$ cat config.mk
export PLATFORM = sky130hd
export DESIGN_NAME = mem_port_arbiter
export DESIGN_NICKNAME = d
export VERILOG_FILES = /design/src/rtl/mem_port_arbiter.sv
export SDC_FILE = /design/constraint.sdc
export NUM_CORES = 1
export LEC_CHECK = 0
export ABC_CLOCK_PERIOD_IN_PS = 7700
export CORE_MARGIN = 1
export CORE_UTILIZATION = 38
export CTS_CLUSTER_DIAMETER = 150
export DETAILED_ROUTE_END_ITERATION = 10
export HOLD_SLACK_MARGIN = 0.1
export PLACE_DENSITY_LB_ADDON = 0.1
export SYNTH_ARGS = -nofsm -noshare
export SYNTH_HDL_FRONTEND = slang
export SYNTH_SLANG_ARGS = --single-unit
$ cat constraint.sdc
create_clock -name clk -period 7.7 [get_ports clk]
set_clock_uncertainty 0.15 [all_clocks]
set_input_delay 2.31 -clock clk [delete_from_list [all_inputs] [get_ports clk]]
set_output_delay 2.31 -clock clk [all_outputs]
set_load 0.02 [all_outputs]
$ cat src/rtl/mem_port_arbiter.sv
// Two-requester arbiter for the shared memory port: CPU (0) and debug/DMA loader (1).
// Define MEMARB_FIXED_PRIO_EN to make the CPU always win ties (default: round-robin).
module mem_port_arbiter #(
    parameter int unsigned AW      = 32,
    parameter int unsigned DW      = 32,
    parameter int unsigned MEM_LAT = 1
) (
    input  logic          clk,
    input  logic          reset,
    input  logic          req0,
    input  logic          we0,
    input  logic [AW-1:0] adr0,
    input  logic [DW-1:0] wd0,
    output logic          ack0,
    output logic [DW-1:0] rd0,
    input  logic          req1,
    input  logic          we1,
    input  logic [AW-1:0] adr1,
    input  logic [DW-1:0] wd1,
    output logic          ack1,
    output logic [DW-1:0] rd1,
    output logic          mem_en,
    output logic          mem_we,
    output logic [AW-1:0] mem_adr,
    output logic [DW-1:0] mem_wd,
    input  logic [DW-1:0] mem_rd,
    output logic          busy,
    output logic          owner
);

    localparam int unsigned CW = 4;

    typedef enum logic [1:0] {IDLE, ISSUE, WAIT, DONE} state_t;

    state_t        state;
    logic [CW-1:0] cnt;
    logic          cur_we;
    logic          any_req;
    logic          win;

    // Winner selection for the IDLE grant
    always_comb begin
        any_req = req0 | req1;
`ifdef MEMARB_FIXED_PRIO_EN
        win = ~req0;
`else
        win = (req0 && req1) ? ~owner : req1;
`endif
    end

    always_ff @(posedge clk or posedge reset) begin
        if (reset) begin
            state   <= IDLE;
            cnt     <= '0;
            cur_we  <= 1'b0;
            ack0    <= 1'b0;
            ack1    <= 1'b0;
            rd0     <= '0;
            rd1     <= '0;
            mem_en  <= 1'b0;
            mem_we  <= 1'b0;
            mem_adr <= '0;
            mem_wd  <= '0;
            busy    <= 1'b0;
            owner   <= 1'b1;
        end else begin
            ack0 <= 1'b0;
            ack1 <= 1'b0;
            case (state)
                IDLE: begin
                    if (any_req) begin
                        owner   <= win;
                        cur_we  <= win ? we1 : we0;
                        mem_we  <= win ? we1 : we0;
                        mem_adr <= win ? adr1 : adr0;
                        mem_wd  <= win ? wd1 : wd0;
                        mem_en  <= 1'b1;
                        busy    <= 1'b1;
                        state   <= ISSUE;
                    end
                end
                ISSUE: begin
                    mem_en <= 1'b0;
                    mem_we <= 1'b0;
                    cnt    <= CW'(MEM_LAT - 1);
                    state  <= WAIT;
                end
                WAIT: begin
                    if (cnt != '0) begin
                        cnt <= cnt - CW'(1);
                    end else begin
                        // mem_rd is valid exactly MEM_LAT cycles after ISSUE
                        if (!cur_we) begin
                            if (owner) rd1 <= mem_rd;
                            else       rd0 <= mem_rd;
                        end
                        if (owner) ack1 <= 1'b1;
                        else       ack0 <= 1'b1;
                        state <= DONE;
                    end
                end
                DONE: begin
                    busy  <= 1'b0;
                    state <= IDLE;
                end
                default: state <= IDLE;
            endcase
        end
    end

endmodule
==> results of run 1 <==
state kept, by name, summed over array words and instances (netlist names):
| signal | count |
|---|---|
| mem_en | 1 |
| rd0 | 32 |
| owner | 1 |
| ack0 | 1 |
| busy | 1 |
| mem_adr | 32 |
| ack1 | 1 |
| cnt | 4 |
| state | 2 |
| cur_we | 1 |
| mem_we | 1 |
| rd1 | 32 |
| mem_wd | 32 |
routing by layer:
metal | vias up | track usage [%]
met4 | 0 | 10.2
met2 | 235 | 38.8
met3 | 34 | 8.02
met1 | 2506 | 27.3
met5 | - | 0
li1 | 2440 | -
Yosys cell counts (2+ instances only):
| cell type | count |
|---|---|
| a21oi_1 | 132 |
| buf_1 | 10 |
| buf_12 | 3 |
| buf_2 | 9 |
| clkbuf_1 | 13 |
| dfrtp_1 | 140 |
| ha_1 | 6 |
| inv_1 | 6 |
| mux2_2 | 35 |
| mux2_4 | 30 |
| mux2i_1 | 4 |
| nand2_1 | 73 |
| nand3_1 | 2 |
| nor2_1 | 68 |
| o21ai_0 | 3 |
worst min path at each step:
stage,start,end,slack (ns),depth (start not counted)
floorplan,cur_we$_DFFE_PP0P_,cur_we$_DFFE_PP0P_,0.31,2
global placement,rd1[15]$_DFFE_PP0P_,rd1[15]$_DFFE_PP0P_,0.34,1
detailed placement,rd1[11]$_DFFE_PP0P_,rd1[11]$_DFFE_PP0P_,0.34,1
CTS,rd1[11]$_DFFE_PP0P_,rd1[11]$_DFFE_PP0P_,0.35,1
global route,rd1[19]$_DFFE_PP0P_,rd1[19]$_DFFE_PP0P_,0.37,1
finish,rd1[19]$_DFFE_PP0P_,rd1[19]$_DFFE_PP0P_,0.35,1
power by group through the flow:
stage	combinational (mW)	sequential, mW	clock, mW
after global placement	2.14	1.31	0
after global routing	2.32	1.38	0.822
after CTS	2.19	1.33	0.786
final	2.16	1.33	0.771
after floorplan	0.756	1.75	0
after detailed placement	2.18	1.34	0
worst reg2reg max path: cells and delay by family, from the launching register on:
| family | cells | cell delay (ns) |
|---|---|---|
| buffers and inverters | 1 | 0.12 |
| muxes | 1 | 0.49 |
| adders and majority gates | 1 | 0.31 |
| DFF | 1 | 0.42 |
| and+or+nand+nor | 2 | 1.04 |
per-stage QoR:
step,power (mW),instance area (sq um),setup slack [ns],hold WS (ns)
2_1_floorplan,2.50,6060,1.46,0.307
3_3_place_gp,3.46,9190,3.10,0.337
3_5_place_dp,3.51,9190,3.00,0.342
4_1_cts,4.30,9740,3.46,0.355
5_1_grt,4.52,9740,3.28,0.369
6_report,4.26,9740,3.44,0.352
cells by family (layout without fill, tap and decap cells):
family                     Yosys count  after routing  synth area share (%)
and+or+nand+nor                    153            153                  10.2
AOI/OAI and AO/OA                  141            141                  11.9
DFF                                141            141                  58.2
muxes                               69             69                  14.6
buffers and inverters               43            343                  3.84
adders and majority gates            6              6                  1.24
layout make-up:
cell class	count	area (sq um)
Clock inverter	6	62.6
Multi-Input combinational cell	369	2330
Fill cell	1248	5630
Tap cell	211	264
Inverter	6	27.5
Timing Repair Buffer	305	3040
Sequential cell	141	3530
Clock buffer	26	489
==> results.py, run 1 <==
metrics = {
    "outcome": {
        "run_status": "complete, no violations",
    },
    "routing": {
        "length_of_routed_met2_wiring_microns": 9250,
        "avgRoutedWirePerCell_microns": 17.4,
        "ant_nets": 0,
        "detail_route.first_pass.iterations": 6,
        "dr.first_iter.drc_count": 201,
        "vias": 5215,
        "length_of_routed_wiring_on_met1_microns": 7210,
        "drc_errors_left": 0,
        "post_drt_via_cell_ratio": 4.90,
        "route.final.wire_length_microns": 18600,
        "topRoutingLayerUsed": "met4",
        "wl_met3_microns": 1580,
    },
    "power": {
        "pwr-share-seq_pct": 31.2,
        "leakage_nw": 4.22,
        "proportion_of_power_drawn_by_combinational_gates_pct": 50.8,
        "net-switching-power_mw": 1.59,
        "pwr_density_cell_nw_per_um2": 438,
        "cell_internal_pwr_mw": 2.67,
        "ir_drop_uv": 185,
        "sw_frac_of_total_pct": 37.4,
        "proportion_of_power_drawn_by_the_clock_network_pct": 18.1,
    },
    "synthesis": {
        "synth.distinct_cells": 34,
        "syn_area_per_cell_sq_um": 11.0,
        "synthFlopType": "dfrtp_1",
        "synth_area_leader_cell": "dfrtp_1",
        "yosys_register_bits": 141,
        "mappedNetlistNets": 725,
        "synth_area_sq_um": 6060,
        "ys_top_cells_by_area": "dfrtp_1 58%, a21oi_1 11%, mux2_4 7.4%",
        "ys_seq_area_share_pct": 58.2,
        "post_synthesis_cell_count": 553,
        "share_of_flip_flops_with_an_asynchronous_set_or_reset_after_synthesis_pct": 100,
        "count_of_synthesis_stage_warnings_from_yosys": 0,
        "synth-edff-count": 0,
        "yosys.area.top_type_share_pct": 57.8,
    },
    "worst_setup_path": {
        "cp.depth": 5,
        "crit_path_end": "cur_we$_DFFE_PP0P_",
        "worstReg2RegEnd": "rd0[5]$_DFFE_PP0P_",
        "regToRegStartpoint": "state[0]$_DFFE_PP0P_",
        "max_stage_delay_ns": 0.67,
        "timing.reg2reg.worst_path_depth": 5,
        "critPathLaunchType": "input pin",
        "worstPathCellList": "clkdlybuf4s50_1 > a21bo_2 > buf_4 > mux2i_1 > o21ai_0",
        "worst-path-buf-inv": 2,
        "capturing_element_type_of_the_critical_path": "register",
        "critical_path_class": "input pin to register",
        "critPathMaxFanout": 49,
        "critPathRequiredTime_ns": 7.82,
        "critPathLaunch": "req0",
        "data_arrival_time_of_the_worst_path_ns": 4.38,
        "r2r_setup_slack_ns": 5.05,
        "path_delay_family": "buffers and inverters",
        "crit_slowest_cell": "clkdlybuf4s50_1",
    },
    "die": {
        "die_h_microns": 128,
        "io-pin-count": 300,
        "die_area_sq_um": 16500,
        "fp-row-count": 45,
        "initial_utilization_pct": 39.5,
        "floorplan.die.width_microns": 128,
        "floorplan.core_area_sq_um": 15400,
    },
    "place": {
        "gp_congestion": 0.886,
        "place.detailed.instances": 1032,
        "port-buffer-count": 299,
        "dp_hpwl_microns": 13200,
    },
    "cts": {
        "insertion_delay_ns": 0.42,
        "cts.root.buffer_cell": "clkbuf_16",
        "clock_path_buffers": 2,
        "cts_tree": "done",
        "hold_fix_buffers_cts": 0,
        "htree_levels": 4,
        "cts_repair_resize_count": 0,
        "clock_sinks": 141,
        "tritoncts.num_buffers": 17,
        "cts_setup_buffers": 0,
        "worst_setup_hold_path_clk_slew_ns": 0.06,
    },
    "worst_hold_path": {
        "hold_path_class": "register to register",
    },
    "global_routing": {
        "grt_overflow_total": 0,
        "grt_pass1_wl_microns": 29400,
        "grt_start_max_net_pins": 96,
        "first_global_vias": 5489,
        "grt_antenna_before_repair": 0,
        "grt_usage_pct": 23.3,
    },
    "sta": {
        "period_needed_ns": 4.26,
        "layout_worst_path_cycle_share_pct": 55.3,
        "rsz_0062_raised_after_global_routing": "false",
        "hold_viol": 0,
        "tightest_slew_ns": 1.08,
        "setup-tns-final_ns": 0,
        "finalMaxSlewViolations": 0,
        "maxClockFrequency_ghz": 0.235,
        "final_setup_violation_count": 0,
        "maxSlewHeadroom_pct": 28.3,
    },
    "finish": {
        "antennaDiodeCount": 0,
        "layout_commonest_cell": "clkdlybuf4s50_1",
        "most-common-layout-cells": "299 x clkdlybuf4s50_1, 140 x dfrtp_1, 132 x a21oi_1",
        "finalNonFillerCells": 1064,
        "post_route_cells_drive_above_1_share_pct": 12.4,
        "final_net_count": 1012,
        "growth_of_design_area_from_synthesis_to_finish_pct": 60.6,
        "finish.utilization_pct": 63.4,
    },
    "run": {
        "max_cap_viol_count": 0,
    },
}
No activity file was read; power rests on OpenSTA's default activity.
==> inputs of run 2 (changes only) <==
--- a/config.mk
+++ b/config.mk
@@ -5,7 +5,7 @@
 export SDC_FILE = /design/constraint.sdc
 export NUM_CORES = 1
 export LEC_CHECK = 0
-export ABC_CLOCK_PERIOD_IN_PS = 7700
+export ABC_CLOCK_PERIOD_IN_PS = 4040
 export CORE_MARGIN = 1
 export CORE_UTILIZATION = 38
 export CTS_CLUSTER_DIAMETER = 150
==> constraint.sdc (replaced) <==
create_clock -name clk -period 4.04 [get_ports clk]
set_clock_uncertainty 0.15 [all_clocks]
set_input_delay 1.212 -clock clk [delete_from_list [all_inputs] [get_ports clk]]
set_output_delay 1.212 -clock clk [all_outputs]
set_load 0.02 [all_outputs]
==> run 2 against run 1 <==
Effect of this change:
- clock power grew 130%
- die area is the same
- register-to-register slack got worse by 3.7 ns
- first-iteration DRC count up 11%
- via count up 0.58%
==> results.py, run 2 (same netlist as run 1, synthesis figures left out) <==
metrics = {
    "cts": {
        "hold_fix_buffers_cts": 0,
        "cts_setup_buffers": 0,
        "clock_sinks": 141,
        "htree_levels": 4,
        "cts_repair_resize_count": 0,
        "worst_setup_hold_path_clk_slew_ns": 0.06,
        "insertion_delay_ns": 0.42,
        "cts_tree": "done",
        "clock_path_buffers": 2,
        "cts.root.buffer_cell": "clkbuf_16",
        "tritoncts.num_buffers": 17,
    },
    "die": {
        "initial_utilization_pct": 39.5,
        "die_area_sq_um": 16500,
        "io-pin-count": 300,
        "fp-row-count": 45,
        "floorplan.core_area_sq_um": 15400,
        "die_h_microns": 128,
        "floorplan.die.width_microns": 128,
    },
    "worst_setup_path": {
        "critPathRequiredTime_ns": 2.68,
        "critPathMaxFanout": 9,
        "worst-path-buf-inv": 1,
        "data_arrival_time_of_the_worst_path_ns": 1.68,
        "critPathLaunchType": "register",
        "worstPathCellList": "clkdlybuf4s50_1",
        "capturing_element_type_of_the_critical_path": "primary output",
        "r2r_setup_slack_ns": 1.37,
        "path_delay_family": "buffers and inverters",
        "critical_path_class": "register to primary output",
        "crit_slowest_cell": "clkdlybuf4s50_1",
        "max_stage_delay_ns": 0.64,
    },
    "routing": {
        "detail_route.first_pass.iterations": 6,
        "vias": 5245,
        "avgRoutedWirePerCell_microns": 17.2,
        "post_drt_via_cell_ratio": 4.92,
        "drc_errors_left": 0,
        "dr.first_iter.drc_count": 223,
        "route.final.wire_length_microns": 18300,
        "ant_nets": 0,
    },
    "sta": {
        "rsz_0062_raised_after_global_routing": "false",
        "maxSlewHeadroom_pct": 28.8,
        "hold_viol": 0,
        "finalMaxSlewViolations": 0,
        "finalHoldWorstSlack_ns": 0.352,
        "final_setup_violation_count": 0,
        "layout_worst_path_cycle_share_pct": 75.4,
        "period_needed_ns": 3.05,
        "maxClockFrequency_ghz": 0.328,
        "tightest_slew_ns": 1.07,
        "setup-tns-final_ns": 0,
    },
    "finish": {
        "final_net_count": 1014,
        "layout_commonest_cell": "clkdlybuf4s50_1",
        "multi_input_area_sq_um": 2330,
        "most-common-layout-cells": "299 x clkdlybuf4s50_1, 140 x dfrtp_1, 132 x a21oi_1",
        "post_route_cells_drive_above_1_share_pct": 13.1,
        "fillers": 1222,
        "growth_of_design_area_from_synthesis_to_finish_pct": 63.2,
        "regArea_sq_um": 3530,
        "post-route-cell-area_sq_um": 9900,
        "antennaDiodeCount": 0,
    },
    "outcome": {
        "run_status": "complete, no violations",
    },
    "power": {
        "ir_drop_uv": 343,
        "leakage_nw": 4.29,
        "pwr_density_cell_nw_per_um2": 851,
    },
    "global_routing": {
        "grt_antenna_before_repair": 0,
        "grt_usage_pct": 22.8,
        "grt_start_max_net_pins": 129,
        "grt_overflow_total": 0,
        "first_global_vias": 5415,
        "grt_pass1_wl_microns": 28500,
    },
    "worst_hold_path": {
        "hold_path_class": "register to register",
    },
    "run": {
        "max_cap_viol_count": 0,
    },
    "place": {
        "dp_hpwl_microns": 12800,
        "gp_congestion": 0.774,
        "dpl-instance-area_sq_um": 9240,
        "port-buffer-count": 299,
    },
}
==> run 2: cell count changes in the layout (fill, tap and decap cells not counted) <==
cell / before / now
bufinv_16: 1 / 5
clkbuf_1: 6 / 2
buf_4: 6 / 5
buf_12: 0 / 3
==> run 2: final cells by class <==
cell class	instances	share of cell area (%)
inverter	6	0.266
multi-input combinational	369	23.5
sequential	141	35.7
timing repair buffer	307	31.2
tap	211	2.67
clock buffer	22	4.79
clock inverter	10	1.86
==> run 2: power by group <==
group | internal (mW) | switching, mW | leakage, nW
combinational | 2.09 | 2.07 | 2.35
sequential | 2.13 | 0.390 | 1.63
clock | 1.15 | 0.597 | 0.317
==> run 2: per-stage QoR <==
stage / instances / power [mW] / worst slack [ns] / util (%)
after global routing: 1066 / 8.88 / 0.927 / 64.4
final: 1066 / 8.42 / 0.993 / 64.4
after detailed placement: 1034 / 6.71 / 1.01 / 60.1
after CTS: 1066 / 8.50 / 0.969 / 64.4
after global placement: 1034 / 6.63 / 1.05 / 60.1
after floorplan: 553 / 4.77 / 0.916 / -
==> run 2: worst reg2reg max path: stages (launching register included) <==
cell,delay (ns)
dfrtp_1,0.41
inv_1,0.12
ha_1,0.33
nand4bb_1,0.17
or3_2,0.89
mux2_4,0.48
==> run 2: worst paths after layout <==
kind                                      start                       to  depth (start not counted)
min                         rd1[12]$_DFFE_PP0P_      rd1[12]$_DFFE_PP0P_                          1
max reg2reg                state[0]$_DFFE_PP0P_       rd0[6]$_DFFE_PP0P_                          5
max in group asynchronous                 reset   mem_adr[2]$_DFFE_PP0P_                          3
max                           owner$_DFFE_PP1P_                    owner                          1
min reg2reg                 rd1[12]$_DFFE_PP0P_      rd1[12]$_DFFE_PP0P_                          1
min in group asynchronous                 reset  mem_adr[29]$_DFFE_PP0P_                          2
==> run 2: per-layer routing <==
| metal | GRT usage (%) | vias to the layer above | wire, microns | share of wire [%] |
|---|---|---|---|---|
| met5 | 0 | - | 0 | 0 |
| met4 | 7.96 | 0 | 356 | 1.9 |
| met3 | 9.98 | 28 | 1860 | 10 |
| met2 | 38.8 | 221 | 9140 | 50 |
| met1 | 25.3 | 2542 | 6960 | 38 |
| li1 | - | 2454 | - | - |
==> inputs of run 3 (changes only) <==
--- a/config.mk
+++ b/config.mk
@@ -5,9 +5,9 @@
 export SDC_FILE = /design/constraint.sdc
 export NUM_CORES = 1
 export LEC_CHECK = 0
-export ABC_CLOCK_PERIOD_IN_PS = 4040
+export ABC_CLOCK_PERIOD_IN_PS = 2800
 export CORE_MARGIN = 1
-export CORE_UTILIZATION = 38
+export CORE_UTILIZATION = 37
 export CTS_CLUSTER_DIAMETER = 150
 export DETAILED_ROUTE_END_ITERATION = 10
 export HOLD_SLACK_MARGIN = 0.1
==> constraint.sdc (replaced) <==
create_clock -name clk -period 2.8 [get_ports clk]
set_clock_uncertainty 0.15 [all_clocks]
set_input_delay 0.84 -clock clk [delete_from_list [all_inputs] [get_ports clk]]
set_output_delay 0.84 -clock clk [all_outputs]
set_load 0.02 [all_outputs]
==> run 3 against run 2 <==
Effect of this change:
- die area up 2.7%
- non-clock buffer count is 7 higher
- flip-flop and latch count is the same
- first-iteration DRC count shrank 16%
- worst setup slack worse by 0.86 ns
- via count is 0.95% higher
- final cell count increased by 1.0%
- register-to-register slack got worse by 1.0 ns
- sequential share of layout area shrank 0.30 points
- combinational power grew 47%
- worst hold slack got worse by 0.0077 ns
- critical endpoint unchanged
==> results.py, run 3 (same netlist as run 1, synthesis figures left out) <==
metrics = {
    "routing": {
        "post_drt_via_cell_ratio": 4.92,
        "ant_nets": 0,
        "detail_route.first_pass.iterations": 4,
        "drc_errors_left": 0,
        "vias": 5295,
        "route.final.wire_length_microns": 18900,
        "avgRoutedWirePerCell_microns": 17.5,
        "dr.first_iter.drc_count": 187,
    },
    "die": {
        "die_h_microns": 130,
        "initial_utilization_pct": 38.0,
        "io-pin-count": 300,
        "floorplan.die.width_microns": 130,
        "floorplan.core_area_sq_um": 15900,
        "fp-row-count": 46,
        "die_area_sq_um": 16900,
    },
    "worst_setup_path": {
        "capturing_element_type_of_the_critical_path": "primary output",
        "critPathRequiredTime_ns": 1.81,
        "worstReg2RegEnd": "rd0[31]$_DFFE_PP0P_",
        "regToRegStartpoint": "state[0]$_DFFE_PP0P_",
        "crit_slowest_cell": "clkdlybuf4s50_1",
        "path_delay_family": "buffers and inverters",
        "worstPathCellList": "clkdlybuf4s50_1",
        "r2r_setup_slack_ns": 0.35,
        "worst-path-buf-inv": 1,
        "critPathLaunchType": "register",
        "data_arrival_time_of_the_worst_path_ns": 1.68,
        "critPathMaxFanout": 9,
        "max_stage_delay_ns": 0.64,
        "timing.reg2reg.worst_path_depth": 6,
        "critical_path_class": "register to primary output",
    },
    "cts": {
        "hold_fix_buffers_cts": 0,
        "worst_setup_hold_path_clk_slew_ns": 0.06,
        "clock_path_buffers": 2,
        "tritoncts.num_buffers": 17,
        "cts_setup_buffers": 0,
        "insertion_delay_ns": 0.41,
        "clock_sinks": 141,
        "cts.root.buffer_cell": "clkbuf_16",
        "cts_tree": "done",
        "htree_levels": 4,
        "cts_repair_resize_count": 0,
    },
    "sta": {
        "rsz_0062_raised_after_global_routing": "false",
        "final_setup_violation_count": 0,
        "hold_viol": 0,
        "maxSlewHeadroom_pct": 59.8,
        "tightest_slew_ns": 0.603,
        "layout_worst_path_cycle_share_pct": 95.2,
        "finalMaxSlewViolations": 0,
        "period_needed_ns": 2.67,
        "setup-tns-final_ns": 0,
        "maxClockFrequency_ghz": 0.375,
    },
    "finish": {
        "fillers": 1278,
        "final_net_count": 1021,
        "antennaDiodeCount": 0,
        "growth_of_design_area_from_synthesis_to_finish_pct": 64.6,
        "post-route-cell-area_sq_um": 9980,
        "post_route_cells_drive_above_1_share_pct": 13.8,
        "most-common-layout-cells": "299 x clkdlybuf4s50_1, 140 x dfrtp_1, 132 x a21oi_1",
        "layout_commonest_cell": "clkdlybuf4s50_1",
    },
    "worst_hold_path": {
        "timing.hold.worst.start": "cur_we$_DFFE_PP0P_",
        "hold_path_class": "register to register",
        "min_delay_path_depth": 2,
        "hold_end": "cur_we$_DFFE_PP0P_",
    },
    "run": {
        "max_cap_viol_count": 0,
    },
    "power": {
        "proportion_of_power_drawn_by_the_clock_network_pct": 19.2,
        "net-switching-power_mw": 4.45,
        "pwr-share-seq_pct": 30.2,
        "ir_drop_uv": 522,
        "pwr_density_cell_nw_per_um2": 1210,
        "sw_frac_of_total_pct": 36.8,
        "proportion_of_power_drawn_by_combinational_gates_pct": 50.6,
        "leakage_nw": 4.33,
        "total_power_mw": 12.1,
        "cell_internal_pwr_mw": 7.63,
    },
    "place": {
        "gp_congestion": 0.761,
        "port-buffer-count": 299,
        "dp_hpwl_microns": 13700,
        "dpl-instance-area_sq_um": 9370,
    },
    "global_routing": {
        "grt_usage_pct": 22.7,
        "grt_start_max_net_pins": 77,
        "grt_pass1_wl_microns": 28900,
        "first_global_vias": 5453,
        "grt_antenna_before_repair": 0,
        "grt_overflow_total": 0,
    },
    "outcome": {
        "run_status": "complete, no violations",
    },
}
[run 3: cell count changes in the layout (fill, tap and decap cells not counted)]
cell,change
buf_12,+6
buf_4,+1
bufinv_16,-2
clkbuf_1,-1
clkinv_2,+1
clkinv_4,+3
clkinvlp_4,-1
inv_6,-1
[run 3: final cells by class]
class	count	area (sq um)	share of cell area [%]
Sequential cell	141	3530	35.4
Timing Repair Buffer	314	3220	32.2
Multi-Input combinational cell	369	2330	23.3
Clock buffer	21	470	4.71
Tap cell	216	270	2.71
Clock inverter	10	139	1.39
Inverter	6	26.3	0.263
[run 3: through the flow]
stage | worst slack [ns] | utilization (%) | hold WS (ns) | instances
after floorplan | 0.0477 | - | 0.307 | 553
after global placement | 0.276 | 58.8 | 0.328 | 1046
after detailed placement | 0.219 | 58.8 | 0.342 | 1046
final | 0.134 | 62.6 | 0.344 | 1077
after global routing | 0.0731 | 62.6 | 0.367 | 1077
after CTS | 0.105 | 62.6 | 0.356 | 1077
[run 3: worst max-delay path by stage]
stage | from | endpoint | cells past startpoint
5_1_grt | owner$_DFFE_PP1P_ | owner | 1
4_1_cts | owner$_DFFE_PP1P_ | owner | 1
2_1_floorplan | reset | ack0$_DFF_PP0_ | 1
6_report | owner$_DFFE_PP1P_ | owner | 1
3_5_place_dp | req0 | mem_adr[30]$_DFFE_PP0P_ | 5
3_3_place_gp | req0 | mem_adr[12]$_DFFE_PP0P_ | 5
[run 3: metal layers]
metal | up-vias | routed length, microns | GRT usage (%) | share of wire [%]
met5 | - | 0 | 0 | 0
met4 | 0 | 393 | 8.00 | 2.1
met3 | 24 | 1930 | 9.27 | 10
met2 | 235 | 9270 | 38.9 | 49
met1 | 2566 | 7310 | 25.4 | 39
li1 | 2470 | - | - | -
[run 3: power groups by stage]
stage               clock [mW]  combinational [mW]  sequential, mW
finish                    2.32                6.11            3.65
global route              2.45                6.56            3.77
CTS                       2.37                6.18            3.66
detailed placement           0                6.16            3.67
global placement             0                6.05            3.61
floorplan                    0                2.08            4.80
